[src/rtl/riscv_pkg.sv]
// rtl/riscv_pkg.sv - shared fetch-path constants, entry type and PC helper
package riscv_pkg;

   localparam int FETCH_PC_WIDTH = 16;
   localparam int INSTR_WIDTH    = 32;
   localparam logic [FETCH_PC_WIDTH-1:0] RESET_PC_DEFAULT = 16'h4000;

   typedef struct packed {
      logic [FETCH_PC_WIDTH-1:0] pc;
      logic [INSTR_WIDTH-1:0]    word;
   } fetch_entry_t;

   function automatic logic [FETCH_PC_WIDTH-1:0] align_pc(input logic [FETCH_PC_WIDTH-1:0] pc);
      return pc & ~FETCH_PC_WIDTH'(3);
   endfunction

endpackage

[src/rtl/fetch_fifo.sv]
// rtl/fetch_fifo.sv - DEPTH-entry FIFO of {pc, word} with clear and head outputs
module fetch_fifo
   import riscv_pkg::*;
#(
   parameter int DEPTH = 4,
   localparam int AW = $clog2(DEPTH),
   localparam int CW = AW + 1
) (
   input  logic          clk,
   input  logic          rst_n,
   input  logic          clear,
   input  logic          push,
   input  fetch_entry_t  push_data,
   input  logic          pop,
   output logic [CW-1:0] count,
   output fetch_entry_t  head_data
);

   fetch_entry_t  mem_q [DEPTH];
   fetch_entry_t  mem_d [DEPTH];
   logic [AW-1:0] wr_ptr_q, wr_ptr_d;
   logic [AW-1:0] rd_ptr_q, rd_ptr_d;
   logic [CW-1:0] count_q, count_d;

   // Pointers wrap naturally because DEPTH is a power of two; push into the
   // slot being popped is safe since the head is read before the edge.
   always_comb begin
      mem_d    = mem_q;
      wr_ptr_d = wr_ptr_q;
      rd_ptr_d = rd_ptr_q;
      count_d  = count_q;
      if (clear) begin
         wr_ptr_d = '0;
         rd_ptr_d = '0;
         count_d  = '0;
      end else begin
         if (push) begin
            mem_d[wr_ptr_q] = push_data;
            wr_ptr_d        = wr_ptr_q + AW'(1);
         end
         if (pop) begin
            rd_ptr_d = rd_ptr_q + AW'(1);
         end
         count_d = count_q + CW'(push) - CW'(pop);
      end
   end

   always_ff @(posedge clk or negedge rst_n) begin
      if (!rst_n) begin
         for (int i = 0; i < DEPTH; i++) begin
            mem_q[i] <= '0;
         end
         wr_ptr_q <= '0;
         rd_ptr_q <= '0;
         count_q  <= '0;
      end else begin
         mem_q    <= mem_d;
         wr_ptr_q <= wr_ptr_d;
         rd_ptr_q <= rd_ptr_d;
         count_q  <= count_d;
      end
   end

   assign count     = count_q;
   assign head_data = mem_q[rd_ptr_q];

endmodule

[src/rtl/fetch_buffer.sv]
// rtl/fetch_buffer.sv - instruction prefetch: issues bus reads, buffers words, flushes on redirect
module fetch_buffer
   import riscv_pkg::*;
#(
   parameter int DEPTH = 4,
   parameter logic [FETCH_PC_WIDTH-1:0] RESET_PC = RESET_PC_DEFAULT
) (
   input  logic                      clk,
   input  logic                      reset,
   input  logic                      flush,
   input  logic [FETCH_PC_WIDTH-1:0] flush_pc,
   input  logic                      bus_grant,
   output logic                      mem_bus_enable,
   output logic [FETCH_PC_WIDTH-1:0] mem_address,
   input  logic [INSTR_WIDTH-1:0]    mem_read,
   output logic                      instr_valid,
   output logic [INSTR_WIDTH-1:0]    instr,
   output logic [FETCH_PC_WIDTH-1:0] instr_pc,
   input  logic                      instr_ready
);

   localparam int CW = $clog2(DEPTH) + 1;

   logic [FETCH_PC_WIDTH-1:0] fetch_pc_q, fetch_pc_d;
   logic [FETCH_PC_WIDTH-1:0] inflight_pc_q, inflight_pc_d;
   logic [FETCH_PC_WIDTH-1:0] mem_address_q, mem_address_d;
   logic                      inflight_q, inflight_d;
   logic                      mem_bus_enable_q, mem_bus_enable_d;

   logic [CW-1:0]             fifo_count;
   logic [CW:0]               occupancy;
   logic [FETCH_PC_WIDTH-1:0] flush_aligned;
   logic                      pop;
   logic                      push;
   logic                      issue_ok;
   fetch_entry_t              push_entry;
   fetch_entry_t              head;

   assign instr_valid   = (fifo_count != '0);
   assign pop           = instr_valid && instr_ready;
   assign push          = inflight_q && !flush;
   assign flush_aligned = align_pc(flush_pc);

   // Slots already committed (buffered plus in flight) minus the one leaving now
   assign occupancy = {1'b0, fifo_count} + (CW+1)'(inflight_q) - (CW+1)'(pop);
   assign issue_ok  = bus_grant && !flush && (occupancy < (CW+1)'(DEPTH));

   always_comb begin
      fetch_pc_d       = fetch_pc_q;
      inflight_pc_d    = inflight_pc_q;
      mem_address_d    = mem_address_q;
      inflight_d       = 1'b0;
      mem_bus_enable_d = 1'b0;
      if (flush) begin
         if (bus_grant) begin
            mem_bus_enable_d = 1'b1;
            mem_address_d    = flush_aligned;
            inflight_pc_d    = flush_aligned;
            inflight_d       = 1'b1;
            fetch_pc_d       = flush_aligned + FETCH_PC_WIDTH'(4);
         end else begin
            fetch_pc_d = flush_aligned;
         end
      end else if (issue_ok) begin
         mem_bus_enable_d = 1'b1;
         mem_address_d    = fetch_pc_q;
         inflight_pc_d    = fetch_pc_q;
         inflight_d       = 1'b1;
         fetch_pc_d       = fetch_pc_q + FETCH_PC_WIDTH'(4);
      end
   end

   always_ff @(posedge clk or negedge reset) begin
      if (!reset) begin
         fetch_pc_q       <= RESET_PC;
         inflight_pc_q    <= '0;
         mem_address_q    <= '0;
         inflight_q       <= 1'b0;
         mem_bus_enable_q <= 1'b0;
      end else begin
         fetch_pc_q       <= fetch_pc_d;
         inflight_pc_q    <= inflight_pc_d;
         mem_address_q    <= mem_address_d;
         inflight_q       <= inflight_d;
         mem_bus_enable_q <= mem_bus_enable_d;
      end
   end

   assign push_entry = '{pc: inflight_pc_q, word: mem_read};

   fetch_fifo #(.DEPTH(DEPTH)) u_fifo (
      .clk       (clk),
      .rst_n     (reset),
      .clear     (flush),
      .push      (push),
      .push_data (push_entry),
      .pop       (pop),
      .count     (fifo_count),
      .head_data (head)
   );

   assign mem_bus_enable = mem_bus_enable_q;
   assign mem_address    = mem_address_q;
   assign instr          = head.word;
   assign instr_pc       = head.pc;

endmodule

[config.mk]
export PLATFORM = sky130hd
export DESIGN_NAME = fetch_buffer
export DESIGN_NICKNAME = d
export VERILOG_FILES = /design/src/rtl/riscv_pkg.sv /design/src/rtl/fetch_fifo.sv /design/src/rtl/fetch_buffer.sv
export SDC_FILE = /design/constraint.sdc
export NUM_CORES = 1
export LEC_CHECK = 0
export ABC_AREA = 0
export CAP_MARGIN = 10
export CORE_ASPECT_RATIO = 0.6
export CORE_MARGIN = 8
export CORE_UTILIZATION = 40
export CTS_CLUSTER_DIAMETER = 50
export DETAILED_ROUTE_END_ITERATION = 8
export PLACE_DENSITY = 0.59
export SETUP_SLACK_MARGIN = 0.15
export SLEW_MARGIN = 20
export SYNTH_ARGS = -nofsm -noshare
export SYNTH_HDL_FRONTEND = slang
export SYNTH_SLANG_ARGS = --single-unit
[constraint.sdc]
create_clock -name clk -period 3.95 [get_ports clk]
set_clock_uncertainty 0.2 [all_clocks]
set_input_delay 0.5925 -clock clk [delete_from_list [all_inputs] [get_ports clk]]
set_output_delay 0.5925 -clock clk [all_outputs]
set_load 0.01 [all_outputs]
-- Yosys cells after proc, flatten, opt, wreduce, memory -nomap -nowiden
Index checks and enable logic that the tools add are counted.
- register bits: 232
- input bits: 53
- output and inout bits: 66
- logic and storage cells: 62
- add/sub/neg operators: 8
- $lt $le $gt $ge: 4
- eq/ne operators: 1
- mux-type cells: 20
- bitwise gates (word level): 3
- reduce and logical (&&, ||, !) cells: 12
- operator list (cell ; number):
    bitwise mux 192 bit ; 1
    2-to-1 mux 48 bit ; 3
    binary-select mux 48 bit (select 2 bit) ; 1
    demux 48 bit (select 2 bit) ; 1
    2-to-1 mux 16 bit ; 6
    adder 16 x 3 -> 16 bit, second input constant ; 2
    2-to-1 mux 2 bit ; 4
    >= comparator 3 bit, second input constant ; 2
    inverter 2 -> 3 bit ; 2
    nonzero test 2 bit ; 3
    logical AND 1 bit ; 5
    adder 2 x 1 -> 2 bit, second input constant ; 2
    adder 3 x 1 -> 4 bit ; 1
    less-than comparator 4 x 3 -> 1 bit, second input constant ; 1
    AND reduction 2 bit ; 2
    subtractor 4 x 1 -> 4 bit ; 1
    adder 3 x 1 -> 3 bit ; 1
    less-than comparator 3 x 1 -> 1 bit, second input constant ; 1
    2-to-1 mux 1 bit ; 3
    2-to-1 mux 3 bit ; 1
    nonzero test 3 bit ; 1
    subtractor 3 x 1 -> 3 bit ; 1
    inequality test 2 x 1 -> 1 bit, second input constant ; 1
    logical NOT 1 bit ; 1
    inverter 1 bit ; 1

-- Logic depth before layout (Yosys ltp)
- word-level depth: 7
- gate-level depth with buffers: 12
- gate-level depth less buffers: 10

-- Modules after synthesis
From an unflattened synthesis, not the netlist that was laid out.
- cell total of the unflattened synthesis: 708
- area, all modules: 10965.5 um2
- modules (own cells, without submodules) (module ; instances ; cells an instance ; area an instance (um2) ; sequential area each (um2)):
    fetch_fifo ; 1 ; 502 ; 8992.4 ; 4979.8
    fetch_buffer ; 1 ; 206 ; 1973.1 ; 752.0

-- Worst setup path after synthesis
OpenSTA, ideal clock, no wires.
- path kind: reg2reg
- start point: reg u_fifo.count_q[1] (netlist: u_fifo.count[1])
- end point: reg fetch_pc_q[3]
- library setup time: 0.129 ns
- arrival: 2.787 ns
- data required time: 3.621 ns
- path slack: 0.834 ns
- stages on the path, launching flop included: 12
- buffers on the path: 1
- clock period less this slack: 3.116 ns
- cell sequence: dfrtp_1 -> or3_1 -> and2_1 -> ha_1 -> inv_1 -> ha_1 -> and3b_4 -> or4_1 -> buf_2 -> a21oi_1 -> mux2i_1 -> a21oi_1
- word-level cells in the longest chain between the ends: 6
- elaborated cells on any way between the ends: 7
- those cells by class: add/sub (2); order compare (1); reduce/logical (4)
- RTL lines (item ; RTL line ; text):
    start: declaration ; fetch_fifo.sv:23 ; logic [CW-1:0] count_q, count_d;
    start signal: assignment ; fetch_fifo.sv:60 ; count_q <= count_d;
    nonzero test 3 bit ; fetch_buffer.sv:39 ; assign instr_valid = (fifo_count != '0);
    net instr_valid ; fetch_buffer.sv:16 ; output logic instr_valid,
    logical AND 1 bit ; fetch_buffer.sv:40 ; assign pop = instr_valid && instr_ready;
    subtractor 4 x 1 -> 4 bit ; fetch_buffer.sv:45 ; assign occupancy = {1'b0, fifo_count} + (CW+1)'(inflight_q) - (CW+1)'(pop);
    less-than comparator 4 x 3 -> 1 bit ; fetch_buffer.sv:46 ; assign issue_ok = bus_grant && !flush && (occupancy < (CW+1)'(DEPTH));
    logical AND 1 bit ; fetch_buffer.sv:46 ;
    nonzero test 2 bit (no source line) ; -- ;
    end signal: assignment ; fetch_buffer.sv:81 ; fetch_pc_q <= fetch_pc_d;
    end: declaration ; fetch_buffer.sv:24 ; logic [FETCH_PC_WIDTH-1:0] fetch_pc_q, fetch_pc_d;
The timed path passes the listed nets, and every way through them passes these cells.
A chain may end at the register's enable or synchronous reset.

-- Worst setup path after layout
- start point: reg u_fifo.count_q[1] (netlist: u_fifo.count[1])
- end point: reg mem_address_q[8] (netlist: mem_address[8])
- word-level cells in the longest chain between the ends: 7
- elaborated cells on any way between the ends: 8
- those cells by class: add/sub (2); order compare (1); reduce/logical (5)
- RTL lines (item ; RTL line ; text):
    parallel branches: the longest is 2 deep, another holds adder 3 x 1 -> 4 bit ; -- ;
    subtractor 4 x 1 -> 4 bit (*) ; fetch_buffer.sv:45 ;
    less-than comparator 4 x 3 -> 1 bit (*) ; fetch_buffer.sv:46 ;
    logical AND 1 bit (*) ; fetch_buffer.sv:46 ;
    nonzero test 2 bit (no source line) (*) ; -- ;
    AND reduction 2 bit (no source line) (*) ; -- ;
    end signal: assignment ; fetch_buffer.sv:83 ; mem_address_q <= mem_address_d;
    end: declaration ; fetch_buffer.sv:26 ; logic [FETCH_PC_WIDTH-1:0] mem_address_q, mem_address_d;
Every way passes the cells marked *.

==> flow_metrics.tcl <==
set metrics [dict create \
    status "complete, no violations" \
    synth_xor_area_share_pct 2.63 \
    antenna_found_initial 0 \
    mostFrequentLayoutCells "dfrtp_1, mux2_2, clkdlybuf4s50_1, mux4_2, nor2_1" \
    htree_levels 1 \
    hpwl_mm 16.5 \
    dr.first_iter.drc_count 352 \
    hold_viol 0 \
    cpPeakStageDelay_ns 0.72 \
    dpl-instance-area_mm2 0.0119 \
    intPower_mw 6.82 \
    slew_headroom_pct 48.3 \
    grt_usage_pct 15.7 \
    crit_chain "or3_1 > and2_1 > ha_1 > inv_1 > ha_1 > and3b_4 > or4_1 > a31oi_2 > buf_4 > nor2_1 > nor2_1" \
    grt_max_degree 103 \
    wl_per_cell_um 21.1 \
    layout-drive-gt1-share_pct 36.9 \
    combPwrFrac_pct 37.5 \
    start_kind "register" \
    drv_slew 0 \
    die_height_um 140 \
    grt_overflow_total 0 \
    clk_pin_slew_worst_paths_ns 0.07 \
    multi_input_area_mm2 0.00445 \
    yosysWarnings 0 \
    root_buffer "clkbuf_16" \
    synthSimpleGateAreaFrac_pct 4.62 \
    final_cell_area_mm2 0.0127 \
    setup_violations 0 \
    die_w_um 223 \
    die_area_mm2 0.0314 \
    viasPerCell 5.37 \
    fin_crit_ns 3.45 \
    io_buffers 116 \
    end_kind "register" \
    synth.area.mux_share_pct 31.8 \
    p_sw_mw 2.94 \
    synth_fp_nets 768 \
    path_class "reg2reg" \
    fin_tns_setup_ns 0 \
    synth_compound_area_share_pct 2.51 \
    swShare_pct 30.1 \
    crit_required_ns 4.19 \
    met3_usage_pct 3.92 \
    final_common_cell "dfrtp_1" \
    yosys.area_share.adder_pct 1.41 \
    clk_latency_ns 0.51 \
    cts_max_path_buffers 3 \
    areaGrowthSynthToFinish_pct 22.7 \
    cts_tree "done" \
    cts_buffers 23 \
    core-area_mm2 0.0253 \
    grt_pass1_vias 6871 \
    ys_ff_latch 225 \
    cts_resized 0 \
    hold_depth 1 \
    postRouteWirelength_mm 24.6 \
    layout.nets 886 \
    worstHoldPathType "reg2reg" \
    cts.sinks 225 \
    gr-max-usage-layer "met2" \
    seqPwrFrac_pct 40.1 \
    synth_cells 704 \
    start_util_pct 40.7 \
    worstRegToRegCells 11 \
    io_pins 119 \
    avgSynthCellArea_um2 14.7 \
    crit_fanout 10 \
    ir_drop_mv 0.348 \
    power.share.clock_pct 22.4 \
    vias 6248 \
    arrival_ns 3.69 \
    synth_cell_type_count 41 \
    syn-cell-area_mm2 0.0103 \
    diodes 0 \
    power_density_mw_per_mm2 770 \
    nFillCells 2124 \
    critPathSlowestCell "or4_1" \
    synth_top_family_by_area "multiplexers" \
    grt_first_pass_wirelength_mm 39.5 \
    grt_util_met2_pct 25.6 \
    dpl_worst_slack_ns 0.265 \
    min_period_over_period_pct 87.3 \
    yosysSeqAreaShare_pct 54.6 \
    num_rows 45 \
    max_slew.worst_pin.slew_ns 0.776 \
    seq_area_mm2 0.00564 \
    gp_congestion 0.826 \
    drtPass1Iterations 4 \
    maxCapViolations 0 \
    hold_ws_ns 0.299 \
    antenna_left 0 \
    setup_ws_ns 0.500 \
    drc_errors 0 \
    leakage_nw 5.39 \
    grt_use_met1_pct 21.2 \
    rsz0062_at_grt "false" \
    max_freq_mhz 290 \
]
kinds of logic after synthesis:
| family | after synthesis |
|---|---|
| mux | 246 |
| flops | 225 |
| simple gates | 99 |
| buf+inv | 55 |
| compound gates | 37 |
| xor+xnor | 31 |
| fa+ha+maj | 11 |
cell type report:
type | instances | area share (%)
clock buffer | 34 | 5.11
clock inverter | 4 | 0.800
inverter | 10 | 0.296
multi-input combinational | 424 | 35.1
sequential | 225 | 44.5
tap | 329 | 3.25
timing repair buffer | 138 | 10.9
cell usage after synthesis (all sizes together):
cell / count / share of area (%)
inv: 9 / 0.33
nand2: 19 / 0.69
nor2: 39 / 1.4
ha: 10 / 1.2
or4: 1 / 0.073
or2: 1 / 0.061
nor3: 5 / 0.24
xor2: 11 / 0.93
and2b: 1 / 0.073
and3b: 1 / 0.12
or3: 1 / 0.061
fa: 1 / 0.19
and4: 4 / 0.34
dfstp: 1 / 0.25
and2: 1 / 0.061
o211ai: 1 / 0.073
o21ai: 6 / 0.29
a31oi: 1 / 0.12
a21oi: 12 / 0.91
mux2: 189 / 21
mux2i: 10 / 0.97
o22ai: 14 / 0.85
nor4: 2 / 0.12
clkbuf: 22 / 0.80
dfrtp: 224 / 54
a211oi: 2 / 0.19
xnor2: 20 / 1.7
and3: 3 / 0.18
nand3: 8 / 0.39
mux4: 47 / 10
buf: 23 / 1.3
nor2b: 4 / 0.24
clkinv: 1 / 0.036
o21a: 1 / 0.073
nand4: 9 / 0.55
worst max-delay path, delay by kind of cell, from the launching register on:
kind            cells  cell delay [ns]
compound gates      1             0.35
fa+ha+maj           2             0.44
buf+inv             2             0.30
flops               1             0.44
simple gates        6             1.66
metrics by stage:
step	utilization [%]	power [mW]	instances
after floorplan	-	5.93	704
after global placement	47.0	7.47	1125
after detailed placement	47.0	7.68	1125
after CTS	50.0	9.92	1164
after global routing	50.0	10.4	1164
final	50.0	9.76	1164
flip-flops by register name, indices dropped and copies added (netlist names):
register	flops
u_fifo.count	3
u_fifo.mem_q	188
fetch_pc_q	14
mem_address	15
u_fifo.wr_ptr_q	2
mem_bus_enable	1
u_fifo.rd_ptr_q	2
power by group through the flow:
stage / Sequential, mW / Clock [mW] / Combinational, mW
after floorplan: 3.69 / 0 / 2.25
after global placement: 3.83 / 0 / 3.64
after detailed placement: 3.95 / 0 / 3.73
after CTS: 3.91 / 2.26 / 3.75
after global routing: 4.04 / 2.35 / 3.97
final: 3.91 / 2.19 / 3.66
path summary, 6_finish.rpt:
check	start	to	slack (ns)
setup reg to reg	u_fifo.count[1]	mem_address[8]	0.50
min in group asynchronous	reset	u_fifo.mem_q[179]	0.54
hold / removal	u_fifo.mem_q[158]	u_fifo.mem_q[158]	0.30
max in group asynchronous	reset	u_fifo.mem_q[96]	2.06
hold reg to reg	u_fifo.mem_q[158]	u_fifo.mem_q[158]	0.30
setup / recovery	u_fifo.count[1]	mem_address[8]	0.50
what timing repair did:
action	CTS	global route
hold buffers	1	0
endpoints found under the setup margin	0	0
hold endpoints to repair	96	0
buffers inserted	0	0
layer usage:
layer  wire, um  vias up
met5          0        -
met3       1400       26
met4        369        0
met1      11200     3281
met2      11600      134
li1           -     2807
(Power assumes the default switching activity.)
==> variant: new RTL, same settings <==
`DEPTH` is set to 4 in 2 places; all go to 2.
--- a/src/rtl/fetch_fifo.sv
+++ b/src/rtl/fetch_fifo.sv
@@ -4,3 +4,3 @@
 #(
-   parameter int DEPTH = 4,
+   parameter int DEPTH = 2,
    localparam int AW = $clog2(DEPTH),
--- a/src/rtl/fetch_buffer.sv
+++ b/src/rtl/fetch_buffer.sv
@@ -4,3 +4,3 @@
 #(
-   parameter int DEPTH = 4,
+   parameter int DEPTH = 2,
    parameter logic [FETCH_PC_WIDTH-1:0] RESET_PC = RESET_PC_DEFAULT
Formal check against the unedited RTL: not equivalent (Yosys sat finds a counterexample within 4 cycles, from zero or initial values and one cycle with reset low).
==> variant against the original RTL <==
  * Final cell count down 32%
  * Power down 35%
  * Setup slack better by 0.32 ns
  * Final area down 37%
  * Wire length down 42%
  * Sequential cell count down 97
  * Area after synthesis down 42%
  * Critical path type unchanged
  * Critical endpoint unchanged
==> variant: results (changes against the original RTL) <==
Status: finished clean (unchanged)
Post_cts resized: 0 (unchanged)
Least-Margin Pin Slew: 0.858 ns (was 0.776 ns)
Global-route wire length before repair: 23.2 mm (was 39.5 mm)
Reg-to-reg endpoint: mem_address[8] (unchanged)
Worst r2r path cells: 12 (was 11)
HP Class: input port to asynchronous set/reset pin (was flip-flop to flip-flop)
Fill cell count: 1247 (was 2124)
Top cells by count, synth: mux2_2 (142), dfrtp_1 (127), nand2_1 (34) (was dfrtp_1 (224), mux2_2 (189), mux4_2 (47))
Pre-antenna DRT Iters: 6 (was 4)
Critical Path Source: u_fifo.count[1] (unchanged)
CP Max Fanout: 26 (was 10)
Power Internal: 4.44 mW (was 6.82 mW)
Total Routing Usage GR: 15.1% (was 15.7%)
Smallest hold slack: 0.0868 ns (was 0.299 ns)
Syn Nets: 520 (was 768)
CP max stage cell: dfrtp_1 (was or4_1)
Clk Tree Root Cell: clkbuf_16 (unchanged)
Clk_lat worst skew: 0.40 ns (was 0.51 ns)
Flop2flop setup slack: 0.82 ns (was 0.50 ns)
Warnings, synthesis: 0 (unchanged)
M1 WL: 7.42 mm (was 11.2 mm)
Netlist cell types: 31 (was 41)
Met3 wire len: 811 um (was 1.40 mm)
Initial DRC count: 200 (was 352)
H-tree Lvls: 4 (was 1)
Clk buf depth: 2 (was 3)
CP max stage delay: 0.42 ns (was 0.72 ns)
Top layer in use: met4 (unchanged)
RD Place Congestion: 0.757 (was 0.826)
Fraction of layout cells with a size suffix above 1: 32.3% (was 36.9%)
Maximum number of pins on one net before global-route repair: 64 (was 103)
Sequential cell area fraction in the yosys report: 53.4% (was 54.6%)
Final #Nets: 638 (was 886)
Port Buffers: 116 (unchanged)
GRT met1 Usage: 21.6% (was 21.2%)
Synth Flop Type: dfrtp_1 (unchanged)
Arr. time, crit path: 3.20 ns (was 3.69 ns)
DR WL met2: 5.98 mm (was 11.6 mm)
Avg WL per Cell: 18.1 um (was 21.1 um)
Routed vias/inst: 4.93 (was 5.37)
Hold_buf cts: 0 (was 1)
Lkg Pwr: 3.40 nW (was 5.39 nW)
Post CTS Setup Buffer Count: 0 (unchanged)
Asr flop ratio synth: 100% (unchanged)
Final HPWL DP: 9.91 mm (was 16.5 mm)
Max FFs per register: 94 (was 188)
Width of the die: 174 um (was 223 um)
Synth area leaders: dfrtp_1 (53%), mux2_2 (27%), mux2i_1 (3.2%) (was dfrtp_1 (54%), mux2_2 (21%), mux4_2 (10%))
Initial antenna violation count: 0 (unchanged)
Setup crit end kind: flip-flop (unchanged)
Num CTS Buffers: 17 (was 23)
N_diodes: 0 (unchanged)
VDD IR-drop max: 0.420 mV (was 0.348 mV)
Met3 usage: 4.32% (was 3.92%)
Number of global-route vias before repair: 4188 (was 6871)
Grt met2 use: 21.8% (was 25.6%)
CTS clk-pin slew, worst paths: 0.06 ns
variant: cell count changes after synthesis, moves of 15 or more:
cell      unedited run  this run
dfrtp_1            224       127
o21ai_0              2        24
clkbuf_1            22         7
nor2_1              39        13
nand2_1             19        34
mux4_2              47         0
mux2_2             189       142
variant: critical path, delay by kind of cell, from the launching register on:
family	cells	cell delay, ns
simple gates	4	0.54
compound gates	2	0.45
flops	1	0.42
xor+xnor	1	0.34
buf+inv	3	0.38
fa+ha+maj	2	0.66
variant: per-stage QoR:
step / util, % / setup WS, ns / instances / cell area (um2)
2_1_floorplan: - / 0.942 / 461 / 6000
3_3_place_gp: 50.7 / 0.466 / 758 / 7390
3_5_place_dp: 50.7 / 0.454 / 758 / 7390
4_1_cts: 54.8 / 0.817 / 789 / 8000
5_1_grt: 54.8 / 0.520 / 789 / 8000
6_report: 54.8 / 0.823 / 789 / 8000
variant: power groups by stage:
stage	Clock (mW)	Combinational [mW]	Sequential, mW
final	1.60	2.49	2.25
after global routing	1.70	2.69	2.34
after CTS	1.63	2.54	2.25
after detailed placement	0	2.52	2.27
after global placement	0	2.49	2.23
after floorplan	0	1.37	2.17
variant: cells by family (layout without fill, tap and decap cells):
logic type / after synthesis / after routing / synth area share [%]
mux: 161 / 161 / 29.8
xor+xnor: 29 / 29 / 4.23
fa+ha+maj: 6 / 6 / 1.38
compound gates: 27 / 27 / 2.29
simple gates: 75 / 75 / 6.15
flops: 128 / 128 / 53.4
buf+inv: 35 / 165 / 2.79
variant: area by class of cell:
class                      instances  area share (%)
clock inverter                    13            2.05
multi-input combinational        298            33.1
clock buffer                      18            5.49
inverter                           9           0.423
sequential                       128            40.1
timing repair buffer             125            15.7
tap                              198            3.10
